--- config.mk ---
export PLATFORM = sky130hd
export DESIGN_NAME = rgb_led_sequencer
export DESIGN_NICKNAME = d
export VERILOG_FILES = /design/src/rtl/led_seq_pkg.sv /design/src/rtl/led_seq_pwm_gen.sv /design/src/rtl/rgb_led_sequencer.sv
export SDC_FILE = /design/constraint.sdc
export NUM_CORES = 1
export LEC_CHECK = 0
export CAP_MARGIN = 15
export CORE_MARGIN = 4
export CORE_UTILIZATION = 61
export CTS_CLUSTER_SIZE = 20
export DETAILED_ROUTE_END_ITERATION = 7
export GPL_ROUTABILITY_DRIVEN = 0
export GPL_TIMING_DRIVEN = 0
export PLACE_DENSITY = 0.77
export SLEW_MARGIN = 20
export SYNTH_ARGS = -nofsm -noshare
export SYNTH_HDL_FRONTEND = slang
export SYNTH_SLANG_ARGS = --single-unit
--- constraint.sdc ---
create_clock -name CLK_IN -period 3.3 [get_ports CLK_IN]
set_clock_uncertainty 0.15 [all_clocks]
set_input_delay 0.99 -clock CLK_IN [delete_from_list [all_inputs] [get_ports CLK_IN]]
set_output_delay 0.99 -clock CLK_IN [all_outputs]
set_load 0.1 [all_outputs]
--- src/rtl/led_seq_pkg.sv ---
// ---------------------------------------------------------------------------
// led_seq_pkg
// Shared types and helpers for the RGB/multi-channel LED sequencer.
//   mode_e        : pattern mode (rotate, bounce, breathe, off)
//   duty_dir_e    : breathe duty triangle direction (UP/DOWN)
//   pat_dir_e     : bounce pattern direction (UP = towards channel N_CH-1)
//   led_polarity  : maps a logical "lit" to the physical pin level
// ---------------------------------------------------------------------------
package led_seq_pkg;

   typedef enum logic [1:0] {
      MODE_ROTATE  = 2'd0,
      MODE_BOUNCE  = 2'd1,
      MODE_BREATHE = 2'd2,
      MODE_OFF     = 2'd3
   } mode_e;

   typedef enum logic {
      DUTY_UP   = 1'b0,
      DUTY_DOWN = 1'b1
   } duty_dir_e;

   typedef enum logic {
      DIR_UP   = 1'b0,
      DIR_DOWN = 1'b1
   } pat_dir_e;

   function automatic logic led_polarity(input logic lit, input logic active_low);
      return active_low ? ~lit : lit;
   endfunction

endpackage

--- src/rtl/led_seq_pwm_gen.sv ---
// ---------------------------------------------------------------------------
// led_pwm_gen
// Free-running PWM counter plus duty compare, shared by all LED channels.
// Optional gamma stage selected by the LED_GAMMA_EN macro:
//   defined     : duty_eff = (duty*duty) >> PWM_BITS, registered (one extra
//                 cycle of lag between duty and the compare)
//   not defined : duty_eff = duty, no multiplier
// Ports:
//   CLK_IN    in  1         system clock
//   RST_N     in  1         synchronous active-low reset
//   i_duty    in  PWM_BITS  requested duty (0 = fully dark)
//   o_pwm_on  out 1         1 while pwm_cnt < duty_eff (combinational)
// ---------------------------------------------------------------------------
module led_pwm_gen #(
   parameter int PWM_BITS = 8
) (
   input  logic                CLK_IN,
   input  logic                RST_N,
   input  logic [PWM_BITS-1:0] i_duty,
   output logic                o_pwm_on
);

   logic [PWM_BITS-1:0] r_cnt;
   logic [PWM_BITS-1:0] w_duty_eff;

   always_ff @(posedge CLK_IN) begin
      if (!RST_N) r_cnt <= '0;
      else        r_cnt <= r_cnt + PWM_BITS'(1);
   end

`ifdef LED_GAMMA_EN
   logic [2*PWM_BITS-1:0] w_sq;
   logic [PWM_BITS-1:0]   r_duty_eff;

   assign w_sq = i_duty * i_duty;

   always_ff @(posedge CLK_IN) begin
      if (!RST_N) r_duty_eff <= '0;
      else        r_duty_eff <= PWM_BITS'(w_sq >> PWM_BITS);
   end

   assign w_duty_eff = r_duty_eff;
`else
   assign w_duty_eff = i_duty;
`endif

   assign o_pwm_on = (r_cnt < w_duty_eff);

endmodule

--- src/rtl/rgb_led_sequencer.sv ---
// ---------------------------------------------------------------------------
// rgb_led_sequencer
// Multi-channel LED pattern sequencer: rotate, bounce, breathe (PWM-dimmed
// rotate) or off. Step timing from a prescaler; outputs registered.
// Build option: LED_GAMMA_EN (gamma-2 duty curve in led_pwm_gen).
// Ports:
//   CLK_IN      in  1     system clock
//   RST_N       in  1     synchronous active-low reset
//   MODE        in  2     0 rotate, 1 bounce, 2 breathe, 3 off
//   PAUSE       in  1     freeze prescaler/pattern/dir/duty (PWM keeps running)
//   LED         out N_CH  LED drive, polarity per ACTIVE_LOW
//   STEP_PULSE  out 1     1-cycle strobe each time the pattern advances
// ---------------------------------------------------------------------------
module rgb_led_sequencer
   import led_seq_pkg::*;
#(
   parameter int N_CH          = 3,
   parameter int STEP_TICKS    = 24_000_000,
   parameter int BREATHE_TICKS = 93_750,
   parameter int PWM_BITS      = 8,
   parameter bit ACTIVE_LOW    = 1'b1
) (
   input  logic            CLK_IN,
   input  logic            RST_N,
   input  logic [1:0]      MODE,
   input  logic            PAUSE,
   output logic [N_CH-1:0] LED,
   output logic            STEP_PULSE
);

   localparam int MAX_T = (STEP_TICKS > BREATHE_TICKS) ? STEP_TICKS : BREATHE_TICKS;
   localparam int PRE_W = $clog2(MAX_T);
   localparam logic [PRE_W-1:0]    STEP_LAST    = PRE_W'(STEP_TICKS - 1);
   localparam logic [PRE_W-1:0]    BREATHE_LAST = PRE_W'(BREATHE_TICKS - 1);
   localparam logic [PWM_BITS-1:0] DUTY_MAX     = '1;

   mode_e               w_mode;
   mode_e               r_mode_prev;
   logic [PRE_W-1:0]    r_presc,    w_presc_nxt;
   logic [N_CH-1:0]     r_pattern,  w_pattern_nxt;
   pat_dir_e            r_dir,      w_dir_nxt;
   logic [PWM_BITS-1:0] r_duty,     w_duty_nxt;
   duty_dir_e           r_duty_st,  w_duty_st_nxt;
   logic [N_CH-1:0]     r_led,      w_led_nxt;
   logic                r_step_pulse;
   logic                w_step;
   logic [PRE_W-1:0]    w_last;
   logic [N_CH-1:0]     w_rot;
   logic [N_CH-1:0]     w_bounce;
   logic                w_go_up;
   logic                w_pwm_on;
   logic                w_lit_en;

   assign w_mode = mode_e'(MODE);

   led_pwm_gen #(.PWM_BITS(PWM_BITS)) u_pwm (
      .CLK_IN   (CLK_IN),
      .RST_N    (RST_N),
      .i_duty   (r_duty),
      .o_pwm_on (w_pwm_on)
   );

   // Rotate left with wrap; for N_CH=1 this reduces to the identity.
   assign w_rot = (r_pattern << 1) | (r_pattern >> (N_CH - 1));

   // Bounce reverses at either end: the tick that finds the pattern at an
   // end already moves the other way.
   assign w_go_up  = (r_dir == DIR_UP) ? ~r_pattern[N_CH-1] : r_pattern[0];
   assign w_bounce = (N_CH == 1) ? r_pattern
                   : (w_go_up ? (r_pattern << 1) : (r_pattern >> 1));

   // Next-state logic for prescaler, pattern/dir FSM and duty triangle FSM.
   always_comb begin
      w_presc_nxt   = r_presc;
      w_pattern_nxt = r_pattern;
      w_dir_nxt     = r_dir;
      w_duty_nxt    = r_duty;
      w_duty_st_nxt = r_duty_st;
      w_step        = 1'b0;
      w_last        = (w_mode == MODE_BREATHE) ? BREATHE_LAST : STEP_LAST;

      if (w_mode != r_mode_prev) begin
         w_presc_nxt   = '0;
         w_duty_nxt    = '0;
         w_duty_st_nxt = DUTY_UP;
         w_dir_nxt     = DIR_UP;
      end else if (w_mode == MODE_OFF) begin
         w_presc_nxt = '0;
      end else if (!PAUSE) begin
         if (r_presc != w_last) begin
            w_presc_nxt = r_presc + PRE_W'(1);
         end else begin
            w_presc_nxt = '0;
            case (w_mode)
               MODE_ROTATE: begin
                  w_pattern_nxt = w_rot;
                  w_step        = 1'b1;
               end
               MODE_BOUNCE: begin
                  w_pattern_nxt = w_bounce;
                  w_dir_nxt     = w_go_up ? DIR_UP : DIR_DOWN;
                  w_step        = 1'b1;
               end
               MODE_BREATHE: begin
                  if (r_duty_st == DUTY_UP) begin
                     if (r_duty == DUTY_MAX) begin
                        w_duty_nxt    = r_duty - PWM_BITS'(1);
                        w_duty_st_nxt = DUTY_DOWN;
                     end else begin
                        w_duty_nxt = r_duty + PWM_BITS'(1);
                     end
                  end else begin
                     w_duty_nxt = r_duty - PWM_BITS'(1);
                     // Bottom of the triangle: hand over to the next channel.
                     if (r_duty == PWM_BITS'(1)) begin
                        w_duty_st_nxt = DUTY_UP;
                        w_pattern_nxt = w_rot;
                        w_step        = 1'b1;
                     end
                  end
               end
               default: ;
            endcase
         end
      end

      case (w_mode)
         MODE_ROTATE, MODE_BOUNCE: w_lit_en = 1'b1;
         MODE_BREATHE:             w_lit_en = w_pwm_on;
         default:                  w_lit_en = 1'b0;
      endcase

      for (int i = 0; i < N_CH; i++) begin
         w_led_nxt[i] = led_polarity(r_pattern[i] & w_lit_en, ACTIVE_LOW);
      end
   end

   always_ff @(posedge CLK_IN) begin
      if (!RST_N) begin
         r_mode_prev  <= w_mode;
         r_presc      <= '0;
         r_pattern    <= N_CH'(1);
         r_dir        <= DIR_UP;
         r_duty       <= '0;
         r_duty_st    <= DUTY_UP;
         r_led        <= {N_CH{ACTIVE_LOW}};
         r_step_pulse <= 1'b0;
      end else begin
         r_mode_prev  <= w_mode;
         r_presc      <= w_presc_nxt;
         r_pattern    <= w_pattern_nxt;
         r_dir        <= w_dir_nxt;
         r_duty       <= w_duty_nxt;
         r_duty_st    <= w_duty_st_nxt;
         r_led        <= w_led_nxt;
         r_step_pulse <= w_step;
      end
   end

   assign LED        = r_led;
   assign STEP_PULSE = r_step_pulse;

endmodule

==> impl_metrics.toml <==
[status]
status = "completed"

[global_routing]
antenna_found_initial = 0
overflow = 0
grt_max_degree = 16
grt_pass1_wl_mm = 9.54
grt_usage = 0.218
grt_pass1_vias = 2131

[timing]
fin_tns_setup_ns = 0
finalHoldViolations = 0
maxSlewViolCount = 0
max_freq_ghz = 0.319
fin_crit_sh = 0.949
tightest_slew_ns = 0.971
slew_headroom = 0.351
setup_viol = 0
finalCriticalPeriod_ns = 3.13
rsz0062_at_grt = "no"

[cts]
cts_buffer_depth = 2
cts_hold_buf = 0
cts-resized-gates = 5
cts.htree.levels = 2
clk_latency_ns = 0.30
cts_tree = "yes"
post_cts_buffers = 0
clk_pin_slew_worst_paths_ns = 0.09
clock-root-buffer = "clkbuf_8"
clock-sinks = 52
numCtsBuffers = 5

[synth]
synth.distinct_cells = 48
synth_most_common_cell = "dfxtp_1"
yosys_warnings = 0
synth_edf_count = 0
synth_top_cells_by_count = "52 x dfxtp_1, 35 x nor2_1, 25 x nand3_1, 21 x xor2_1"
synth-seq-cells = 52
syn_inst = 307
yosys.area.top_type = "dfxtp_1"
yosys-top-cells-area = "dfxtp_1 38%, xor2_1 6.8%, ha_1 5.5%, nor2_1 4.8%, nand3_1 4.6%"
syn_nets = 324
synth_top_area_frac = 0.383
syn_area_mm2 = 0.00272
synthArstFlopShare = 0
synth-seq-area-share = 0.383
synth_flop_cell = "dfxtp_1"
synth_area_per_cell_um2 = 8.86

[die]
die_h_um = 74.8
die_w_um = 74.8
ioPinCount = 9
start_util = 0.629
core_mm2 = 0.00432
die_area_mm2 = 0.00559
rows = 24

[critical_path]
criticalPathCategory = "primary input to flip-flop"
arrival_ns = 3.15
critPathMaxFanout = 8
startpoint_type = "primary input"
worst_path_max_delay_cell = "or4_4"
cp.required_ns = 3.32
worstPathCellList = "dlygate4sd2_1 -> nor2b_4 -> and4b_1 -> o2111ai_2 -> or4_4 -> nor4b_1 -> nor3_1"
slowest_delay_ns = 0.59
crit_path_end_kind = "flip-flop"
reg2reg_slack_ns = 0.83
critPathBufInv = 1
critical_path.top_delay_family = "simple AND/OR/NAND/NOR gates"

[placement]
port_buffers = 8
hpwl_mm = 4.08

[finish]
drive_above_1_share = 0.0681
area_delta_synth_final_pct = 9.52
final_util = 0.689
diodes = 0
num-nets-final = 339
ff_latch_area_mm2 = 0.00104
multiInputGateArea_mm2 = 0.00160
fillers = 376

[route]
wire_per_inst_um = 14.5
drtIter0Drc = 90
drc = 0
wirelength_mm = 5.43
route.antenna.remaining_nets = 0
vias = 2202
first_pass_iters = 4
vias_per_cell = 5.87

[pwr]
peakVddDrop_mv = 0.292
powerDensity_mw_per_mm2 = 375
power_leakage_nw = 1.08

[worst_hold_path]
hp-class = "flip-flop to flip-flop"

[flow_run]
max_cap_viol_count = 0
## where the power goes
group | internal [W] | switching [W]
clock | 0.000225 | 0.000200
sequential | 0.000633 | 0.00000513
combinational | 0.0000203 | 0.0000334
## routing by layer
metal / GRT usage / vias up / share of wire
li1: - / 1125 / -
met1: 0.261 / 1054 / 0.45
met2: 0.399 / 19 / 0.52
met3: 0.0374 / 4 / 0.019
met4: 0.0652 / 0 / 0.0099
met5: 0 / - / 0
## area by class of cell
type / count / area share
Buffer: 8 / 0.0151
Inverter: 13 / 0.0164
Sequential cell: 52 / 0.349
Clock inverter: 2 / 0.0118
Clock buffer: 6 / 0.0243
Timing Repair Buffer: 8 / 0.0260
Multi-Input combinational cell: 234 / 0.535
Tap cell: 52 / 0.0218
## cells in the final DEF, fill, tap and decap left out, types with 3 or more instances in the layout
cell and n:
a211oi_1 4, a21o_1 6, a21oi_1 9, a31oi_1 3, and2_1 8, and3_1 6
and4_1 7, clkbuf_1 6, clkbuf_8 5, clkdlybuf4s50_1 6, dfxtp_1 52, ha_1 12
inv_1 13, mux2i_1 4, nand2_1 11, nand2b_1 5, nand3_1 25, nand4_1 9
nor2_1 35, nor2b_1 5, nor3_1 6, o21ai_0 10, or4_4 3, xnor2_1 13
xor2_1 21
## worst paths after layout
path / startpoint / endpoint / depth (start not counted)
hold reg to reg: r_pattern[0]$_SDFFE_PN1P_ / LED[0]$_SDFF_PN1_ / 1
setup reg to reg: r_presc[6]$_SDFFE_PP0N_ / r_duty[6]$_SDFFE_PP0P_ / 7
hold / removal: r_pattern[0]$_SDFFE_PN1P_ / LED[0]$_SDFF_PN1_ / 1
setup / recovery: MODE[1] / r_duty[6]$_SDFFE_PP0P_ / 7
## stage by stage
| step | hold WS, ns | instance area (µm²) | total power, W | cells | worst slack [ns] |
|---|---|---|---|---|---|
| after floorplan | 0.231 | 2720 | 0.000687 | 307 | 0.460 |
| after global placement | 0.247 | 2870 | 0.000705 | 367 | -0.430 |
| after detailed placement | 0.262 | 2870 | 0.000707 | 367 | -0.465 |
| after CTS | 0.280 | 2980 | 0.00113 | 375 | 0.198 |
| after global routing | 0.290 | 2980 | 0.00116 | 375 | 0.00357 |
| final | 0.277 | 2980 | 0.00112 | 375 | 0.169 |
## sequential cells by signal, indices dropped and copies added (netlist names)
| register | cells |
|---|---|
| r_duty_st | 1 |
| STEP_PULSE | 1 |
| r_dir | 1 |
| LED | 3 |
| r_presc | 25 |
| r_duty | 8 |
| r_pattern | 3 |
| r_mode_prev | 2 |
| u_pwm.r_cnt | 8 |
## kinds of logic after synthesis
logic type | share of synthesized area
AND/OR/NAND/NOR | 0.293
flip-flops | 0.383
AO/OA/AOI/OAI | 0.112
XOR/XNOR | 0.109
buffers and inverters | 0.0326
adder cells (fa/ha/maj) | 0.0552
multiplexers | 0.0147
(Power assumes the default switching activity.)
